$ cat src/rtl/muldiv_seq_unit_pkg.sv
// rtl/muldiv_seq_unit_pkg.sv - shared M-op codes, MDU state encoding and op-class helpers
package muldiv_seq_unit_pkg;

  localparam logic [4:0] ALU_MUL    = 5'd10;
  localparam logic [4:0] ALU_MULH   = 5'd11;
  localparam logic [4:0] ALU_MULHSU = 5'd12;
  localparam logic [4:0] ALU_MULHU  = 5'd13;
  localparam logic [4:0] ALU_DIV    = 5'd14;
  localparam logic [4:0] ALU_DIVU   = 5'd15;
  localparam logic [4:0] ALU_REM    = 5'd16;
  localparam logic [4:0] ALU_REMU   = 5'd17;

  typedef enum logic [1:0] {
    MDU_IDLE = 2'd0,
    MDU_CALC = 2'd1,
    MDU_FIX  = 2'd2,
    MDU_DONE = 2'd3
  } mdu_state_e;

  function automatic logic is_m_op(input logic [4:0] sel);
    return (sel >= ALU_MUL) && (sel <= ALU_REMU);
  endfunction

  function automatic logic is_div_op(input logic [4:0] sel);
    return (sel >= ALU_DIV) && (sel <= ALU_REMU);
  endfunction

endpackage

$ cat src/rtl/muldiv_step.sv
// rtl/muldiv_step.sv - one radix-2 iteration: shift-add multiply or restoring divide
module muldiv_step (
  input  logic        div_mode,
  input  logic [64:0] acc_i,
  input  logic [32:0] operand_i,
  output logic [64:0] acc_o,
  output logic        q_bit_o
);

  logic [33:0] sum;
  logic [32:0] shifted;
  logic [33:0] diff;
  logic [32:0] rem_next;

  // acc holds {hi[32:0], lo[31:0]}: multiplier or quotient bits live in lo
  always_comb begin
    sum      = {1'b0, acc_i[64:32]} + (acc_i[0] ? {1'b0, operand_i} : 34'd0);
    shifted  = {acc_i[63:32], acc_i[31]};
    diff     = {1'b0, shifted} - {1'b0, operand_i};
    q_bit_o  = 1'b0;
    rem_next = shifted;
    acc_o    = {sum, acc_i[31:1]};
    if (div_mode) begin
      q_bit_o  = ~diff[33];
      rem_next = diff[33] ? shifted : diff[32:0];
      acc_o    = {rem_next, acc_i[30:0], 1'b0};
    end
  end

endmodule

$ cat src/rtl/muldiv_seq_unit.sv
// rtl/muldiv_seq_unit.sv - multi-cycle RV32M multiply/divide unit, one bit per cycle
module muldiv_seq_unit
  import muldiv_seq_unit_pkg::*;
#(
  parameter int XLEN     = 32,
  parameter int ITER_CNT = 32
) (
  input  logic            clk,
  input  logic            rst,
  input  logic            start,
  input  logic            flush,
  input  logic [4:0]      alu_sel,
  input  logic [XLEN-1:0] op_a,
  input  logic [XLEN-1:0] op_b,
  output logic            busy,
  output logic            done,
  output logic [XLEN-1:0] result
);

  localparam int CNT_W = $clog2(ITER_CNT) + 1;

  mdu_state_e        state_q, state_d;
  logic [CNT_W-1:0]  cnt_q, cnt_d;
  logic [4:0]        op_q, op_d;
  logic              sa_q, sa_d, sb_q, sb_d, fast_q, fast_d;
  logic [64:0]       acc_q, acc_d;
  logic [32:0]       opnd_q, opnd_d;
  logic              busy_q, busy_d, done_q, done_d;
  logic [XLEN-1:0]   result_q, result_d;

  logic [4:0]        sel_op;
  logic              sgn_a, sgn_b, div_zero, div_ovf;
  logic [32:0]       abs_a, abs_b;
  logic [63:0]       prod;
  logic [31:0]       quot, rem;
  logic [64:0]       step_acc;
  logic              step_q;

  muldiv_step u_step (
    .div_mode  (is_div_op(op_q)),
    .acc_i     (acc_q),
    .operand_i (opnd_q),
    .acc_o     (step_acc),
    .q_bit_o   (step_q)
  );

  // Operand conditioning at accept; sign-extending to 33 bits keeps abs(INT_MIN) = 2^31 exact
  always_comb begin
    sel_op   = is_m_op(alu_sel) ? alu_sel : ALU_MUL;
    sgn_a    = op_a[31] && (sel_op == ALU_MULH || sel_op == ALU_MULHSU ||
                            sel_op == ALU_DIV  || sel_op == ALU_REM);
    sgn_b    = op_b[31] && (sel_op == ALU_MULH || sel_op == ALU_DIV || sel_op == ALU_REM);
    abs_a    = sgn_a ? (~{1'b1, op_a} + 33'd1) : {1'b0, op_a};
    abs_b    = sgn_b ? (~{1'b1, op_b} + 33'd1) : {1'b0, op_b};
    div_zero = (op_b == 32'd0);
    div_ovf  = (sel_op == ALU_DIV || sel_op == ALU_REM) &&
               (op_a == 32'h8000_0000) && (op_b == 32'hFFFF_FFFF);
  end

  // Sign fix-up; fast-path results are preloaded already final
  always_comb begin
    prod = (sa_q ^ sb_q) ? (~acc_q[63:0] + 64'd1) : acc_q[63:0];
    quot = (!fast_q && (sa_q ^ sb_q)) ? (~acc_q[31:0] + 32'd1) : acc_q[31:0];
    rem  = (!fast_q && sa_q) ? (~acc_q[63:32] + 32'd1) : acc_q[63:32];
  end

  always_comb begin
    state_d  = state_q;
    cnt_d    = cnt_q;
    op_d     = op_q;
    sa_d     = sa_q;
    sb_d     = sb_q;
    fast_d   = fast_q;
    acc_d    = acc_q;
    opnd_d   = opnd_q;
    result_d = result_q;
    done_d   = 1'b0;
    if (flush) begin
      state_d = MDU_IDLE;
    end else begin
      case (state_q)
        MDU_IDLE, MDU_DONE: begin
          state_d = MDU_IDLE;
          if (start) begin
            op_d   = sel_op;
            sa_d   = sgn_a;
            sb_d   = sgn_b;
            cnt_d  = '0;
            fast_d = 1'b0;
            if (is_div_op(sel_op) && (div_zero || div_ovf)) begin
              fast_d  = 1'b1;
              acc_d   = div_zero ? {1'b0, op_a, 32'hFFFF_FFFF} : {33'd0, 32'h8000_0000};
              state_d = MDU_FIX;
            end else begin
              acc_d   = is_div_op(sel_op) ? {33'd0, abs_a[31:0]} : {33'd0, abs_b[31:0]};
              opnd_d  = is_div_op(sel_op) ? abs_b : abs_a;
              state_d = MDU_CALC;
            end
          end
        end
        MDU_CALC: begin
          acc_d = {step_acc[64:1], step_acc[0] | step_q};
          cnt_d = cnt_q + CNT_W'(1);
          if (cnt_q == CNT_W'(ITER_CNT - 1)) state_d = MDU_FIX;
        end
        MDU_FIX: begin
          case (op_q)
            ALU_MUL:                        result_d = prod[31:0];
            ALU_MULH, ALU_MULHSU, ALU_MULHU: result_d = prod[63:32];
            ALU_DIV, ALU_DIVU:              result_d = quot;
            default:                        result_d = rem;
          endcase
          done_d  = 1'b1;
          state_d = MDU_DONE;
        end
        default: state_d = MDU_IDLE;
      endcase
    end
    busy_d = (state_d == MDU_CALC) || (state_d == MDU_FIX);
  end

  always_ff @(posedge clk or posedge rst) begin
    if (rst) begin
      state_q  <= MDU_IDLE;
      cnt_q    <= '0;
      op_q     <= '0;
      sa_q     <= 1'b0;
      sb_q     <= 1'b0;
      fast_q   <= 1'b0;
      acc_q    <= '0;
      opnd_q   <= '0;
      busy_q   <= 1'b0;
      done_q   <= 1'b0;
      result_q <= '0;
    end else begin
      state_q  <= state_d;
      cnt_q    <= cnt_d;
      op_q     <= op_d;
      sa_q     <= sa_d;
      sb_q     <= sb_d;
      fast_q   <= fast_d;
      acc_q    <= acc_d;
      opnd_q   <= opnd_d;
      busy_q   <= busy_d;
      done_q   <= done_d;
      result_q <= result_d;
    end
  end

  assign busy   = busy_q;
  assign done   = done_q;
  assign result = result_q;

endmodule

$ cat config.mk
export PLATFORM = sky130hd
export DESIGN_NAME = muldiv_seq_unit
export DESIGN_NICKNAME = d
export VERILOG_FILES = /design/src/rtl/muldiv_seq_unit_pkg.sv /design/src/rtl/muldiv_step.sv /design/src/rtl/muldiv_seq_unit.sv
export SDC_FILE = /design/constraint.sdc
export NUM_CORES = 1
export LEC_CHECK = 0
export BUFFER_PORTS_ARGS = -buffer_cell sky130_fd_sc_hd__buf_2
export CORE_UTILIZATION = 55
export DETAILED_ROUTE_END_ITERATION = 10
export GPL_TIMING_DRIVEN = 0
export HOLD_SLACK_MARGIN = 0.05
export PLACE_DENSITY = 0.83
export SETUP_SLACK_MARGIN = 0.3
export SLEW_MARGIN = 40
export SYNTH_ARGS = -nofsm -noshare
export SYNTH_HDL_FRONTEND = slang
export SYNTH_SLANG_ARGS = --single-unit
export TNS_END_PERCENT = 50
$ cat constraint.sdc
create_clock -name clk -period 10.3 [get_ports clk]
set_clock_uncertainty 0.05 [all_clocks]
set_input_delay 2.06 -clock clk [delete_from_list [all_inputs] [get_ports clk]]
set_output_delay 2.06 -clock clk [all_outputs]
set_load 0.05 [all_outputs]
==> impl_metrics.json <==
{
  "outcome": "finished, final reports clean",
  "stdcell_count": 2671,
  "multiInputGateArea_sq_um": 11100,
  "muxShareOfSynthArea_pct": 1.94,
  "ys_warn_count": 0,
  "p_seq_share_pct": 27.6,
  "cts-resized-gates": 0,
  "synthAdderAreaFrac_pct": 6.28,
  "detail_route.wl_per_cell_microns": 26.0,
  "power.switching_w": 0.00131,
  "clock-sinks": 148,
  "rr_endpoint": "acc_q[57]$_DFFE_PP0P_",
  "grt_pass1_vias": 16800,
  "syn_area_per_cell_sq_um": 7.23,
  "synth-seq-area-share_pct": 23.8,
  "firstDrtPassIters": 7,
  "synthSimpleGateAreaFrac_pct": 23.8,
  "dieArea_sq_um": 29000,
  "fill_cells": 2597,
  "avgViaCountPerCell": 6.89,
  "drv_cap": 0,
  "post-route-period-util_pct": 54.3,
  "grt_max_degree": 80,
  "synthesis.nets": 2305,
  "critPathArrivalTime_ps": 5860,
  "area_growth_pct": 10.9,
  "clock_latency_ps": 450,
  "port_buffers": 103,
  "crit_start": "acc_q[31]$_DFFE_PP0P_",
  "root_buffer": "clkbuf_16",
  "synthCells": 2155,
  "place_congestion": 1.03,
  "swShare_pct": 46.8,
  "wl_microns": 69400,
  "cpPeakStageDelay_ps": 710,
  "vias": 18400,
  "layout_common_cells": "267 x nand2_1, 243 x nor2_1, 219 x o21ai_0, 180 x a21oi_1, 148 x dfrtp_1",
  "relSlewSlack_pct": 39.3,
  "ios": 107,
  "drt.antenna.violating_nets": 0,
  "finalCriticalPeriod_ps": 5590,
  "cts_buffers": 17,
  "ys.flop_type": "dfrtp_1",
  "place_inst": 2638,
  "cp-end-kind": "register",
  "r2r-start": "acc_q[31]$_DFFE_PP0P_",
  "synth_top_family_by_area": "compound AO/OA/AOI/OAI gates",
  "ctsHtreeMaxLevel": 4,
  "crit_fanout": 10,
  "p_comb_share_pct": 48.3,
  "first_iter_violations": 2535,
  "required_ps": 10570,
  "synth.cell_area_sq_um": 15600,
  "hp-class": "register to register",
  "initial_utilization_pct": 55.9,
  "holdBufCountCts": 0,
  "cts_buffer_depth": 2,
  "p_leak_nw": 7.26,
  "synth-xor-area-share_pct": 9.16,
  "cts_setup_buffers": 0,
  "p_per_area_nw_per_um2": 162,
  "overflow": 0,
  "die_x_microns": 170,
  "fp.coreArea_sq_um": 27900,
  "synth_edf_count": 0,
  "drc": 0,
  "worst_pin_slew_ps": 903,
  "drive_above_1_share_pct": 8.90,
  "fmax_ghz": 0.179,
  "ir_worst_vdd_v": 0.000107,
  "tritoncts": "built",
  "clkTransAtPathRegs_ps": 70,
  "nNetsFinal": 2429,
  "reg2reg_depth": 14,
  "grt_pass1_wl_microns": 103000,
  "clkPwrFrac_pct": 24.1,
  "crit_type": "register to register",
  "placed_area_sq_um": 16600,
  "rrSetupSlack_ps": 4710,
  "setup_viol": 0,
  "async_flop_share_pct": 100,
  "hold_ws_ps": 422,
  "yosysUniqueCellTypes": 80,
  "hold_depth": 2,
  "min_to": "result[19]$_DFFE_PP0P_",
  "cp-start-kind": "register",
  "internal_power_w": 0.00149,
  "hp-start": "result[19]$_DFFE_PP0P_",
  "die_y_microns": 170,
  "setup_tns_ps": 0,
  "rsz0062_at_grt": "false",
  "cpMaxStageDelayCell": "o211ai_1",
  "final_common_cell": "nand2_1",
  "track_usage_pct": 47.8,
  "slew_violations": 0,
  "num_rows": 61,
  "register_area_sq_um": 3700,
  "hold_violations": 0,
  "synth-seq-cells": 148,
  "dpl.hpwl_microns": 54500,
  "antenna_found_initial": 1,
  "synth_compound_area_share_pct": 29.6,
  "crit_chain": "inv_1 > ha_1 > nor2b_1 > o31a_1 > o21ai_0 > o211ai_1 > o21a_1 > o21a_1 > clkbuf_1 > buf_2 > clkbuf_1 > o21ai_0 > a31oi_1 > nand3_1",
  "final_area_sq_um": 17300
}
## power groups by stage
stage | clock (W) | sequential [W] | combinational (W)
after floorplan | 0 | 0.000736 | 0.000886
after global placement | 0 | 0.000764 | 0.00125
after detailed placement | 0 | 0.000769 | 0.00128
after CTS | 0.000662 | 0.000758 | 0.00129
after global routing | 0.000688 | 0.000772 | 0.00144
final | 0.000674 | 0.000771 | 0.00135
## synthesized netlist by cell type (18+ instances only)
library cell  count  share of area (%)
a211oi_1         29                1.4
a21o_1           41                2.0
a21oi_1         180                5.8
a221oi_1         22                1.2
a311oi_1         18                1.0
a31oi_1          39                1.6
and2_1           21               0.84
clkbuf_1        119                2.9
dfrtp_1         148                 24
ha_1             75                6.0
inv_1            72                1.7
mux2i_1          19                1.2
nand2_1         267                6.4
nand3_1          53                1.7
nand4_1          27                1.1
nor2_1          244                5.9
nor3_1           34                1.1
o211ai_1         21                1.0
o21ai_0         219                7.0
o31ai_1          30                1.4
or3_1            19               0.76
or4_1            19               0.92
xnor2_1          89                5.0
xor2_1           74                4.2
## sequential cells by signal, summed over array words and instances (netlist names)
register  cells
acc_q        65
opnd_q       33
result       32
cnt_q         6
op_q          5
state_q       2
busy          1
done          1
fast_q        1
sa_q          1
sb_q          1
## worst max-delay path, delay by kind of cell (launching register included)
family	cells	cell delay, ps
AOI/OAI and AO/OA	7	2270
buffers and inverters	4	1850
DFF	1	630
and+or+nand+nor	2	330
adders and majority gates	1	300
## cells by family (layout without fill, tap and decap cells)
kind of cell | Yosys count | in the layout
and+or+nand+nor | 791 | 791
AOI/OAI and AO/OA | 732 | 732
buffers and inverters | 215 | 352
xor gates and xnor gates | 163 | 163
DFF | 148 | 148
adders and majority gates | 77 | 77
muxes | 29 | 29
other | 0 | 1
## routing by layer
metal	up-vias	global-route usage, %	wire, microns
li1	8117	-	-
met1	8570	58.9	26400
met2	1382	73.3	29700
met3	321	13.5	8490
met4	4	30.5	4860
met5	-	0	43
## area by class of cell
cell class                 instances  area share (%)
clock inverter                    12           0.840
timing repair buffer             105            3.17
multi-input combinational       1792            64.2
clock buffer                      20            2.64
sequential                       148            21.4
tap                              378            2.74
buffer                           143            3.32
antenna                            1          0.0145
inverter                          72            1.61
## worst max path at each step
stage                        endpoint  slack (ps)  cells after the start
2_1_floorplan    acc_q[0]$_DFFE_PP0P_        4210                      1
3_3_place_gp   opnd_q[26]$_DFFE_PP0P_        2440                      2
3_5_place_dp    acc_q[22]$_DFFE_PP0P_        4570                     12
4_1_cts         acc_q[22]$_DFFE_PP0P_        5020                     12
5_1_grt         acc_q[57]$_DFFE_PP0P_        4630                     14
6_report        acc_q[57]$_DFFE_PP0P_        4710                     14
## metrics by stage
stage               util (%)  setup slack, ps  total power, W
floorplan                  -             4210         0.00162
global placement        59.5             2440         0.00202
detailed placement      59.8             4570         0.00205
CTS                     61.9             5020         0.00271
global route            62.0             4630         0.00290
finish                  62.0             4710         0.00279
Power figures use the tool's default switching activity.
